<file path="src/rtl/overlay_fetch_arb.sv">
// Overlay SDRAM port arbiter: download byte writes win over display prefetch reads into a show-ahead FIFO.
// Optional build macro OVERLAY_UNDERRUN_CNT_EN adds the saturating underrun_cnt output.
`timescale 1ns/1ps

module overlay_fetch_arb #(
    parameter int FIFO_DEPTH = 8,
    parameter int ADDR_W     = 25
) (
    input  logic              clk_48,
    input  logic              reset,
    input  logic              wr_req,
    input  logic [ADDR_W-1:0] wr_addr,
    input  logic [7:0]        wr_data,
    output logic              wr_busy,
    input  logic              fetch_en,
    input  logic              vsync,
    input  logic              pix_rd,
    output logic [15:0]       pix_data,
    output logic              pix_valid,
    output logic              mem_req,
    output logic              mem_we,
    output logic [ADDR_W-1:0] mem_addr,
    output logic [7:0]        mem_din,
    input  logic [15:0]       mem_dout,
    input  logic              mem_ready
`ifdef OVERLAY_UNDERRUN_CNT_EN
    ,
    output logic [15:0]       underrun_cnt
`endif
);

    localparam int IDX_W = $clog2(FIFO_DEPTH);
    localparam int CNT_W = IDX_W + 1;

    typedef enum logic [1:0] {
        ST_IDLE    = 2'd0,
        ST_WR_WAIT = 2'd1,
        ST_RD_WAIT = 2'd2
    } state_t;

    state_t              state_r;
    state_t              state_s;
    logic [ADDR_W-1:0]   hold_addr_r;
    logic [7:0]          hold_data_r;
    logic                vsync_r;
    logic                vsync_prev_r;
    logic [ADDR_W-1:0]   rd_ptr_r;
    logic                drop_r;
    logic [15:0]         fifo_mem_r [FIFO_DEPTH];
    logic [IDX_W-1:0]    wr_idx_r;
    logic [IDX_W-1:0]    rd_idx_r;
    logic [CNT_W-1:0]    count_r;

    logic                edge_s;
    logic                flush_s;
    logic                capture_s;
    logic                rd_done_s;
    logic                push_s;
    logic                pop_s;
    logic                issue_wr_s;
    logic                issue_rd_s;
    logic [CNT_W-1:0]    count_n_s;
    logic [IDX_W-1:0]    wr_idx_n_s;
    logic [IDX_W-1:0]    rd_idx_n_s;
    logic [15:0]         head_n_s;

    // Event decode: vsync edge, flush, holding-register capture, FIFO push/pop.
    always_comb begin
        edge_s    = vsync_r & ~vsync_prev_r;
        // fetch_en low behaves as a continuous flush
        flush_s   = edge_s | ~fetch_en;
        capture_s = wr_req & ~wr_busy;
        rd_done_s = mem_ready & (state_r == ST_RD_WAIT);
        push_s    = rd_done_s & ~drop_r & ~flush_s;
        pop_s     = pix_rd & (count_r != {CNT_W{1'b0}}) & ~flush_s;
    end

    // Arbitration FSM next state; an incoming write strobe also blocks a read so writes always win.
    always_comb begin
        state_s    = state_r;
        issue_wr_s = 1'b0;
        issue_rd_s = 1'b0;
        case (state_r)
            ST_IDLE: begin
                if (wr_busy) begin
                    issue_wr_s = 1'b1;
                    state_s    = ST_WR_WAIT;
                end else if (!flush_s && !capture_s && (count_r < CNT_W'(FIFO_DEPTH))) begin
                    issue_rd_s = 1'b1;
                    state_s    = ST_RD_WAIT;
                end else begin
                    state_s    = ST_IDLE;
                end
            end
            ST_WR_WAIT: begin
                if (mem_ready) begin
                    state_s = ST_IDLE;
                end else begin
                    state_s = ST_WR_WAIT;
                end
            end
            ST_RD_WAIT: begin
                if (mem_ready) begin
                    state_s = ST_IDLE;
                end else begin
                    state_s = ST_RD_WAIT;
                end
            end
            default: begin
                state_s = ST_IDLE;
            end
        endcase
    end

    // FIFO pointer/count next values and the registered show-ahead head word.
    always_comb begin
        if (flush_s) begin
            count_n_s  = {CNT_W{1'b0}};
            wr_idx_n_s = {IDX_W{1'b0}};
            rd_idx_n_s = {IDX_W{1'b0}};
        end else begin
            count_n_s  = count_r + CNT_W'(push_s) - CNT_W'(pop_s);
            wr_idx_n_s = wr_idx_r + IDX_W'(push_s);
            rd_idx_n_s = rd_idx_r + IDX_W'(pop_s);
        end
        if (count_n_s == {CNT_W{1'b0}}) begin
            head_n_s = 16'h0000;
        end else if (push_s && (wr_idx_r == rd_idx_n_s)) begin
            head_n_s = mem_dout;
        end else begin
            head_n_s = fifo_mem_r[rd_idx_n_s];
        end
    end

    // FSM state register.
    always_ff @(posedge clk_48 or posedge reset) begin
        if (reset) begin
            state_r <= ST_IDLE;
        end else begin
            state_r <= state_s;
        end
    end

    // Write holding register and vsync edge synchroniser.
    always_ff @(posedge clk_48 or posedge reset) begin
        if (reset) begin
            wr_busy      <= 1'b0;
            hold_addr_r  <= {ADDR_W{1'b0}};
            hold_data_r  <= 8'h00;
            vsync_r      <= 1'b0;
            vsync_prev_r <= 1'b0;
        end else begin
            vsync_r      <= vsync;
            vsync_prev_r <= vsync_r;
            if (capture_s) begin
                wr_busy     <= 1'b1;
                hold_addr_r <= wr_addr;
                hold_data_r <= wr_data;
            end else if ((state_r == ST_WR_WAIT) && mem_ready) begin
                wr_busy <= 1'b0;
            end
        end
    end

    // Read pointer and drop flag; a dropped word does not advance the pointer.
    always_ff @(posedge clk_48 or posedge reset) begin
        if (reset) begin
            rd_ptr_r <= {ADDR_W{1'b0}};
            drop_r   <= 1'b0;
        end else begin
            if (flush_s) begin
                rd_ptr_r <= {ADDR_W{1'b0}};
            end else if (rd_done_s && !drop_r) begin
                rd_ptr_r <= rd_ptr_r + ADDR_W'(2);
            end
            if (rd_done_s) begin
                drop_r <= 1'b0;
            end else if (flush_s && (state_r == ST_RD_WAIT)) begin
                drop_r <= 1'b1;
            end
        end
    end

    // SDRAM request outputs, held stable from issue until completion.
    always_ff @(posedge clk_48 or posedge reset) begin
        if (reset) begin
            mem_req  <= 1'b0;
            mem_we   <= 1'b0;
            mem_addr <= {ADDR_W{1'b0}};
            mem_din  <= 8'h00;
        end else begin
            mem_req <= issue_wr_s | issue_rd_s;
            if (issue_wr_s) begin
                mem_we   <= 1'b1;
                mem_addr <= hold_addr_r;
                mem_din  <= hold_data_r;
            end else if (issue_rd_s) begin
                mem_we   <= 1'b0;
                mem_addr <= rd_ptr_r;
                mem_din  <= 8'h00;
            end
        end
    end

    // Prefetch FIFO storage, pointers and registered head/valid outputs.
    always_ff @(posedge clk_48 or posedge reset) begin
        if (reset) begin
            for (int i = 0; i < FIFO_DEPTH; i++) begin
                fifo_mem_r[i] <= 16'h0000;
            end
            wr_idx_r  <= {IDX_W{1'b0}};
            rd_idx_r  <= {IDX_W{1'b0}};
            count_r   <= {CNT_W{1'b0}};
            pix_data  <= 16'h0000;
            pix_valid <= 1'b0;
        end else begin
            if (push_s) begin
                fifo_mem_r[wr_idx_r] <= mem_dout;
            end
            wr_idx_r  <= wr_idx_n_s;
            rd_idx_r  <= rd_idx_n_s;
            count_r   <= count_n_s;
            pix_data  <= head_n_s;
            pix_valid <= (count_n_s != {CNT_W{1'b0}});
        end
    end

`ifdef OVERLAY_UNDERRUN_CNT_EN
    // Saturating count of pops on an empty FIFO, cleared per frame.
    always_ff @(posedge clk_48 or posedge reset) begin
        if (reset) begin
            underrun_cnt <= 16'h0000;
        end else if (edge_s) begin
            underrun_cnt <= 16'h0000;
        end else if (pix_rd && (count_r == {CNT_W{1'b0}}) && (underrun_cnt != 16'hFFFF)) begin
            underrun_cnt <= underrun_cnt + 16'h0001;
        end
    end
`endif

endmodule

</file>
<file path="config.mk">
export PLATFORM = sky130hd
export DESIGN_NAME = overlay_fetch_arb
export DESIGN_NICKNAME = d
export VERILOG_FILES = /design/src/rtl/overlay_fetch_arb.sv
export SDC_FILE = /design/constraint.sdc
export NUM_CORES = 1
export LEC_CHECK = 0
export BUFFER_PORTS_ARGS = -buffer_cell sky130_fd_sc_hd__buf_2
export CORE_UTILIZATION = 40
export CTS_BUF_LIST = sky130_fd_sc_hd__clkbuf_4 sky130_fd_sc_hd__clkbuf_8
export DETAILED_ROUTE_END_ITERATION = 8
export HOLD_SLACK_MARGIN = 0.05
export PLACE_DENSITY = 0.54
export SYNTH_ARGS = -nofsm -noshare
export SYNTH_HDL_FRONTEND = slang
export SYNTH_SLANG_ARGS = --single-unit
</file>
<file path="constraint.sdc">
create_clock -name clk_48 -period 21.8 [get_ports clk_48]
set_input_delay 4.36 -clock clk_48 [delete_from_list [all_inputs] [get_ports clk_48]]
set_output_delay 4.36 -clock clk_48 [all_outputs]
set_load 0.05 [all_outputs]
</file>
# Yosys cells after proc, flatten, opt, wreduce, memory -nomap -nowiden
# Index checks and enable logic that the tools add are counted.
[totals]
output_inout_bits = 53
ff_bits = 254
input_bits = 56
word_cells = 104
[op_classes]
n_mux = 33
n_eq_ne = 3
n_reduce_logical = 18
n_bitwise = 16
n_lt_le_gt_ge = 4
n_addsub = 5
[ops]
columns = ["cell", "n"]
rows = [
  ["$bwmux 128", 1],
  ["$mux 25", 4],
  ["$mux 16", 5],
  ["$bmux 16 s3", 1],
  ["$demux 16 s3", 1],
  ["$add 25x2->25 const B", 1],
  ["$mux 8", 2],
  ["$mux 1", 12],
  ["$ge 4x4->1 const B", 2],
  ["$not 3->4", 2],
  ["$reduce_bool 2->1", 4],
  ["$reduce_bool 4->1", 2],
  ["$and 1x1->1", 7],
  ["$logic_and 1x1->1", 7],
  ["$add 3x1->3", 2],
  ["$mux 2", 3],
  ["$mux 3", 2],
  ["$pmux 2 s3", 1],
  ["$not 1->1", 5],
  ["$add 4x1->4", 1],
  ["$logic_not 4->1", 1],
  ["$lt 4x1->1 const B", 1],
  ["$lt 4x4->1 const B", 1],
  ["$mux 4", 1],
  ["other kinds (7)", 10],
]

# Logic depth before layout (Yosys ltp)
# Gate-level depths: netlist of run 1.
[logic_depth]
depth_word = 13
mapped_depth = 15
depth_no_buf = 12

# Least setup slack after synthesis of run 1
# OpenSTA, ideal clock, no wires.
[synth_timing]
kind = "input-to-reg"
startpoint = "in fetch_en"
endpoint = "reg pix_valid"
setup_time_ps = 140
path_buffers = 3
cell_stages = 12
slack_ps = 14703
arrival_time_ps = 6957
required_ps = 21660
cell_sequence = "and2_1 clkbuf_1 and3_1 ha_1 inv_1 ha_1 fa_1 nor2_1 a31o_2 clkbuf_1 clkbuf_1 inv_1"
[synth_between]
elab_chain_len = 8
word_cells_on_any_way = 9
classes_between = "2 x add/sub; 1 x mux; 5 x bitwise; 1 x reduce/logical"
[synth_rtl]
columns = ["element", "line_no", "text"]
rows = [
  ["start: declaration", "15", "input logic fetch_en,"],
  ["$not 1->1 (*)", "71", "flush_s = edge_s | ~fetch_en;"],
  ["$or 1x1->1 (*)", "71", ""],
  ["$not 1->1", "74, 75", ""],
  ["$and 1x1->1", "74", "push_s = rd_done_s & ~drop_r & ~flush_s;"],
  ["$add 4x1->4", "122", "count_n_s = count_r + CNT_W'(push_s) - CNT_W'(pop_s);"],
  ["$sub 4x1->4", "122", ""],
  ["$mux 4 (*)", "117", "if (flush_s) begin"],
  ["$reduce_bool 4->1 (*)", "224", "pix_valid <= (count_n_s != {CNT_W{1'b0}});"],
  ["end signal: assignment", "224", ""],
  ["end: declaration", "19", "output logic pix_valid,"],
]
# Every way passes the cells marked *; elsewhere a longest branch is shown, timed or not.
# A chain may end at the register's enable or synchronous reset.

# Worst setup path after layout of run 1
[layout_timing]
startpoint = "in fetch_en"
endpoint = "reg pix_data[5]"
[layout_between]
elab_chain_len = 12
word_cells_on_any_way = 19
classes_between = "3 x add/sub; 1 x eq/ne; 7 x mux; 6 x bitwise; 2 x reduce/logical"
[layout_rtl]
columns = ["element", "line_no", "text"]
rows = [
  ["$not 1->1 (*)", "71", ""],
  ["$or 1x1->1 (*)", "71", ""],
  ["$not 1->1", "74, 75", ""],
  ["$and 1x1->1", "75", "pop_s = pix_rd & (count_r != {CNT_W{1'b0}}) & ~flush_s;"],
  ["$add 3x1->3", "124", "rd_idx_n_s = rd_idx_r + IDX_W'(pop_s);"],
  ["$mux 3", "117", ""],
  ["$not 3->4 (not written as such)", "131", "head_n_s = fifo_mem_r[rd_idx_n_s];"],
  ["$bmux 16 s3", "131", ""],
  ["$mux 16 (not written as such) (2 in a row)", "131", ""],
  ["$mux 16", "128", "end else if (push_s && (wr_idx_r == rd_idx_n_s)) begin"],
  ["$mux 16 (*)", "126", "if (count_n_s == {CNT_W{1'b0}}) begin"],
  ["via head_n_s[5]", "65", "logic [15:0] head_n_s;"],
  ["end signal: assignment", "223", "pix_data <= head_n_s;"],
  ["end: declaration", "18", "output logic [15:0] pix_data,"],
]
# The timed path passes the listed nets; every way through them passes the cells marked *. The select of a mux whose other input is x is not followed.

==> flow_summary.ini, run 1 <==
[finish]
diodes = 0
final_nets = 1089
drive_gt1_share_pct = 38.5
area_growth_pct = 15.4
utilization_pct = 47.3

[drt]
firstDrtPassIters = 4
wl_met3_um = 1190
routed_wl_um = 26200
met1_length_um = 12300
wire_per_inst_um = 18.4
drt_iter0_drc = 322
met2WireLength_um = 12100
drtAntennaViolNets = 0
drc = 0
dr_total_vias = 7407
vias_per_cell = 5.19
dr.max_layer_used = met5

[synth]
synth_edf_count = 0
synth_ff_type = dfrtp_1
netlist-cell-type-count = 49
synth_largest_area_cell = dfrtp_1
ys_warn_count = 0
synth_top_area_share_pct = 55.1
synthTopCellsByArea = dfrtp_1, mux2_2, mux2i_1
yosys-top-cells-count = dfrtp_1, mux2_2, nand2_1
ys_async_sr_fraction_pct = 100
syn_inst = 910
synthesis.area_um2 = 11500
synth-seq-area-share_pct = 55.1
syn_area_per_cell_um2 = 12.6
yosys_register_bits = 253
synth.most_common_cell = dfrtp_1
synth_nets = 977

[global_routing]
grt_pass1_vias = 7607
grt_max_degree = 120
grt_antenna_before_repair = 2
grt_pass1_wl_um = 42300
grt_util_all_layers_pct = 18.6
globalRouteOverflowTotal = 0

[floorplanning]
dieArea_um2 = 29400
fp.coreArea_um2 = 28000
rows = 61
die_x_um = 171
io_pins = 109
initial_core_util_pct = 41.0
die_y_um = 171

[power]
p_leak_uw = 0.00624
ir_worst_vdd_mv = 0.0512
powerDensity_nw_per_um2 = 100

[critical_path]
worstPathRequired_ns = 22.18
path_class = in -> reg
start_kind = input port
cp-end-kind = flip-flop
worst_ep_arrival_time_ns = 7.52
cp_max_fo = 24

[sta]
fmax_mhz = 140
min_period_over_period_pct = 32.8
final_hold_viol_count = 0
period_minus_slack_ns = 7.14
relSlewSlack_pct = 28.0
worst_pin_slew_ns = 1.08
skew_ns = 0.0301
finalWorstSetupSlack_ns = 14.66
rsz0062_at_grt = no
fin_setup_tns_ns = 0
maxSlewViolCount = 0
finalSetupViolations = 0

[status]
status = finished, final reports clean

[place]
gp_congestion = 0.739
hpwl_um = 16100
port_buffers = 108
pre_cts_slack_ns = 14.04

[clock_tree]
ctsRootBufferMaster = clkbuf_8
clk_latency_ns = 0.56
htreeDepth = 2
hold_buffers = 0
post_cts_buffers = 0
cts_resized = 0
cts_buffers = 45
cts_sinks = 253
cts_tree = built
clk_pin_slew_worst_paths_ns = 0.06
clockBufferDepth = 3

[job]
drv_cap = 0

[worst_hold_path]
hold_path.class = reg -> reg
[routing by layer]
layer  vias up  track usage (%)
li1       3468                -
met1      3751             25.0
met2       138             30.0
met3        46             3.77
met4         4             6.06
met5         -                0
[sequential cells by signal, summed over array words and instances, names as in the netlist, 2 cells and up]
register and cells:
mem_addr 25, rd_ptr_r 24, hold_data_r 8, pix_data 16, mem_din 8, rd_idx_r 3
wr_idx_r 3, fifo_mem_r 128, hold_addr_r 25, count_r 4, state_r 2
[layout make-up]
cell class                 count  area, um^2
fill                        2620       14800
sequential                   253        6330
clock inverter                10        65.1
multi-input combinational    582        4860
inverter                      19        78.8
timing repair buffer         121         638
clock buffer                  65         813
tap                          378         473
[logic make-up (layout without fill, tap and decap cells)]
group	Yosys count	count (layout)	share of synthesized area, %
simple gates	225	225	9.66
buf+inv	75	215	2.98
fa+ha+maj	11	11	1.26
compound gates	106	106	6.74
mux	213	213	22.1
flops	253	253	55.1
xor+xnor	27	27	2.12
[cell usage in the layout, fill, tap and decap left out, drive strengths merged, types with 7 or more instances in the layout]
| master | Yosys | routed |
|---|---|---|
| nand2 | 83 | 83 |
| nor2 | 59 | 59 |
| nor4 | 9 | 9 |
| mux2i | 37 | 37 |
| and3 | 7 | 7 |
| nand3 | 17 | 17 |
| a311oi | 16 | 16 |
| o21ai | 48 | 48 |
| a21o | 10 | 10 |
| dfrtp | 253 | 253 |
| mux4 | 15 | 15 |
| ha | 10 | 10 |
| a21oi | 14 | 14 |
| nand3b | 9 | 9 |
| nor3 | 10 | 10 |
| buf | 25 | 121 |
| xnor2 | 22 | 22 |
| mux2 | 161 | 161 |
| inv | 19 | 21 |
| clkbuf | 31 | 65 |
[critical path: stages]
cell and delay, ns:
buf_2 0.27, and2_1 0.51, and3_1 0.28, ha_2 0.19, ha_1 0.27, xor2_2 0.14
buf_4 0.31, nand3_4 0.38, mux4_2 0.58, nand2_1 0.09, a311oi_2 0.11
[report_power, final]
group / total [uW] / internal [uW] / switching, uW
Combinational: 321 / 99.4 / 222
Clock: 431 / 240 / 192
Sequential: 580 / 542 / 37.5
[stage by stage]
stage / total power, uW / cell area (um^2) / std cells / hold slack [ns]
after floorplan: 830 / 11500 / 910 / 0.368
after global placement: 909 / 12400 / 1353 / 0.393
after detailed placement: 916 / 12400 / 1353 / 0.394
after CTS: 1360 / 13300 / 1428 / 0.409
after global routing: 1410 / 13300 / 1428 / 0.428
final: 1330 / 13300 / 1428 / 0.406
[final timing paths]
| path | from | endpoint | slack [ns] | cells after the start |
|---|---|---|---|---|
| min in group asynchronous | reset | hold_addr_r[6] | 3.95 | 2 |
| setup / recovery | fetch_en | pix_data[5] | 14.66 | 11 |
| max in group asynchronous | reset | rd_ptr_r[5] | 16.26 | 3 |
| hold / removal | vsync_r | vsync_prev_r | 0.41 | 0 |
| setup reg to reg | vsync_r | pix_data[5] | 17.96 | 11 |
| hold reg to reg | vsync_r | vsync_prev_r | 0.41 | 0 |
Note: power is estimated with default switching activity, not from simulation.
==> inputs of run 2 (changes only) <==
--- a/config.mk
+++ b/config.mk
@@ -5,12 +5,13 @@
 export SDC_FILE = /design/constraint.sdc
 export NUM_CORES = 1
 export LEC_CHECK = 0
+export ABC_AREA = 1
 export BUFFER_PORTS_ARGS = -buffer_cell sky130_fd_sc_hd__buf_2
 export CORE_UTILIZATION = 40
 export CTS_BUF_LIST = sky130_fd_sc_hd__clkbuf_4 sky130_fd_sc_hd__clkbuf_8
 export DETAILED_ROUTE_END_ITERATION = 8
 export HOLD_SLACK_MARGIN = 0.05
-export PLACE_DENSITY = 0.54
+export PLACE_DENSITY = 0.53
 export SYNTH_ARGS = -nofsm -noshare
 export SYNTH_HDL_FRONTEND = slang
 export SYNTH_SLANG_ARGS = --single-unit
==> constraint.sdc (replaced) <==
create_clock -name clk_48 -period 7.45 [get_ports clk_48]
set_input_delay 1.49 -clock clk_48 [delete_from_list [all_inputs] [get_ports clk_48]]
set_output_delay 1.49 -clock clk_48 [all_outputs]
set_load 0.05 [all_outputs]
==> run 2 against run 1 <==
Critical path depth grew 5; clock skew shrank 0.016 ns; synthesized cell count grew 55%; first-iteration DRC count grew 85%; global-route usage is 2.7 points higher; sequential cell count did not move; routed wire length increased by 19%; critical endpoint is now pix_data[2]; setup slack got worse by 12 ns; sequential power rose to 2.9 times the previous value; utilization shrank 0.64 points; non-clock buffer count did not move; sequential share of layout area decreased by 0.64 points.
==> flow_summary.ini, run 2 <==
[status]
status = finished, final reports clean

[drt]
drt_iter0_drc = 596
drc = 0
dr_total_vias = 9611
firstDrtPassIters = 5
routed_wl_um = 31200
wire_per_inst_um = 16.3
drtAntennaViolNets = 0
vias_per_cell = 5.02

[power]
powerDensity_nw_per_um2 = 305
p_sw_uw = 1440
clock_power_share_pct = 31.7
seqPwrFrac_pct = 41.5
internal_power_uw = 2660
ir_worst_vdd_mv = 0.125
p_leak_uw = 0.00641
p_comb_share_pct = 26.8
swShare_pct = 35.2

[job]
drv_cap = 0

[floorplanning]
rows = 62
fp.coreArea_um2 = 28800
die_x_um = 173
io_pins = 109
die_y_um = 173
dieArea_um2 = 30100
initial_core_util_pct = 40.8

[sta]
worst_pin_slew_ns = 0.925
relSlewSlack_pct = 38.3
rsz0062_at_grt = no
fin_setup_tns_ns = 0
maxSlewViolCount = 0
min_period_over_period_pct = 64.9
period_minus_slack_ns = 4.84
finalWorstSetupSlack_ns = 2.61
finalSetupViolations = 0
skew_ns = 0.0142
fmax_mhz = 207
final_hold_viol_count = 0

[finish]
utilization_pct = 46.7
top_register = fifo_mem_r
layout_commonest_cell = nand2_1
final_cell_mix = nand2_1, dfrtp_1, nor2_1, nand3_1, buf_2
area_growth_pct = 14.4
diodes = 0
drive_gt1_share_pct = 16.7
largest_reg_flops = 128
final_nets = 1568
reg.largest.list = fifo_mem_r: 128 flops, hold_addr_r: 25 flops, mem_addr: 25 flops

[synth]
yosys_register_bits = 253
yosys-top-cells-count = nand2_1, dfrtp_1, nor2_1
synth_edf_count = 0
netlist-cell-type-count = 36
synthesis.area_um2 = 11700
ys_warn_count = 0
synth_largest_area_cell = dfrtp_1
ys_async_sr_fraction_pct = 100
synthTopCellsByArea = dfrtp_1, nand2_1, nand3_1
synth_nets = 1475
syn_inst = 1408
synth_top_area_share_pct = 53.9
synth_ff_type = dfrtp_1
syn_area_per_cell_um2 = 8.34
synth.most_common_cell = nand2_1
synth-seq-area-share_pct = 53.9

[global_routing]
grt_pass1_wl_um = 51300
globalRouteOverflowTotal = 0
grt_max_degree = 157
grt_util_all_layers_pct = 21.3
grt_antenna_before_repair = 0
grt_pass1_vias = 9519

[clock_tree]
post_cts_buffers = 0
hold_buffers = 0
cts_resized = 0
ctsRootBufferMaster = clkbuf_8
cts_sinks = 253
clk_pin_slew_worst_paths_ns = 0.06
clockBufferDepth = 3
cts_tree = built
htreeDepth = 2
cts_buffers = 46
clk_latency_ns = 0.55

[critical_path]
cp_slowest_cell = buf_4
cp_num_buf_inv = 5
path_class = in -> reg
cp-end-kind = flip-flop
cpPeakStageDelay_ns = 0.62
path_cells = buf_2 > a21boi_4 > buf_4 > nand2_1 > a21oi_1 > ha_1 > ha_1 > nand3_2 > buf_4 > nand2_1 > inv_1 > nor2_1 > nand3_1 > inv_1 > nor2_1 > nor2_1
worst_ep_arrival_time_ns = 5.27
start_kind = input port
cp_max_fo = 66
reg2reg_depth = 15
cpMostUsedCell = nor2_1
worstPathRequired_ns = 7.88
cp_num_cells = 16
cp_top_family = buffers and inverters

[worst_hold_path]
hold_path.class = reg -> reg
worstHoldPathCells = 2

[place]
pre_cts_slack_ns = 2.11
port_buffers = 108
hpwl_um = 19100
gp_congestion = 0.833
[run 2: area by class of cell]
type	instances	area [um^2]
clock inverters	5	27.5
multi-input cells	985	4710
repair buffers	121	651
flip-flops and latches	253	6330
clock buffers	73	880
fillers	2870	15300
well taps	384	480
inverters	94	357
[run 2: power by group through the flow]
stage / Combinational, uW / Clock, uW / Sequential (uW)
floorplan: 526 / 0 / 2050
global placement: 1100 / 0 / 1720
detailed placement: 1110 / 0 / 1730
CTS: 1110 / 1340 / 1700
global route: 1200 / 1410 / 1730
finish: 1100 / 1300 / 1700
[run 2: through the flow]
| stage | cells | power (uW) | hold slack, ns | instance area [um^2] |
|---|---|---|---|---|
| 2_1_floorplan | 1408 | 2580 | 0.450 | 11800 |
| 3_3_place_gp | 1837 | 2820 | 0.449 | 12500 |
| 3_5_place_dp | 1837 | 2830 | 0.455 | 12500 |
| 4_1_cts | 1915 | 4150 | 0.469 | 13400 |
| 5_1_grt | 1915 | 4330 | 0.496 | 13400 |
| 6_report | 1915 | 4100 | 0.463 | 13400 |
[run 2: cell families (layout without fill, tap and decap cells)]
kind of cell | after synthesis | count (layout) | synth area share [%]
AO/OA/AOI/OAI | 204 | 204 | 9.19
XOR/XNOR | 2 | 2 | 0.149
adder cells (fa/ha/maj) | 11 | 11 | 1.24
buffers and inverters | 170 | 293 | 6.07
flip-flops | 253 | 253 | 53.9
multiplexers | 33 | 33 | 3.16
AND/OR/NAND/NOR | 735 | 735 | 26.3
[run 2: path summary, 6_finish.rpt]
kind	startpoint	end	slack [ns]
max	fetch_en	pix_data[2]	2.61
min	mem_we	mem_we	0.46
max reg2reg	vsync_r	pix_data[2]	3.77
min reg2reg	mem_we	mem_we	0.46
max in group asynchronous	reset	fifo_mem_r[71]	5.11
min in group asynchronous	reset	rd_ptr_r[15]	1.07
[run 2: worst min-delay path: cells and delay by family, from the launching register on]
kind / cells / cell delay, ns
DFF: 1 / 0.33
and+or+nand+nor: 2 / 0.10
[run 2: metal layers]
| metal | GRT usage, % | wire length (um) | up-vias |
|---|---|---|---|
| li1 | - | - | 4782 |
| met1 | 28.1 | 14400 | 4521 |
| met2 | 34.9 | 14200 | 235 |
| met3 | 3.77 | 1450 | 73 |
| met4 | 8.33 | 1030 | 0 |
| met5 | 0 | 0 | - |
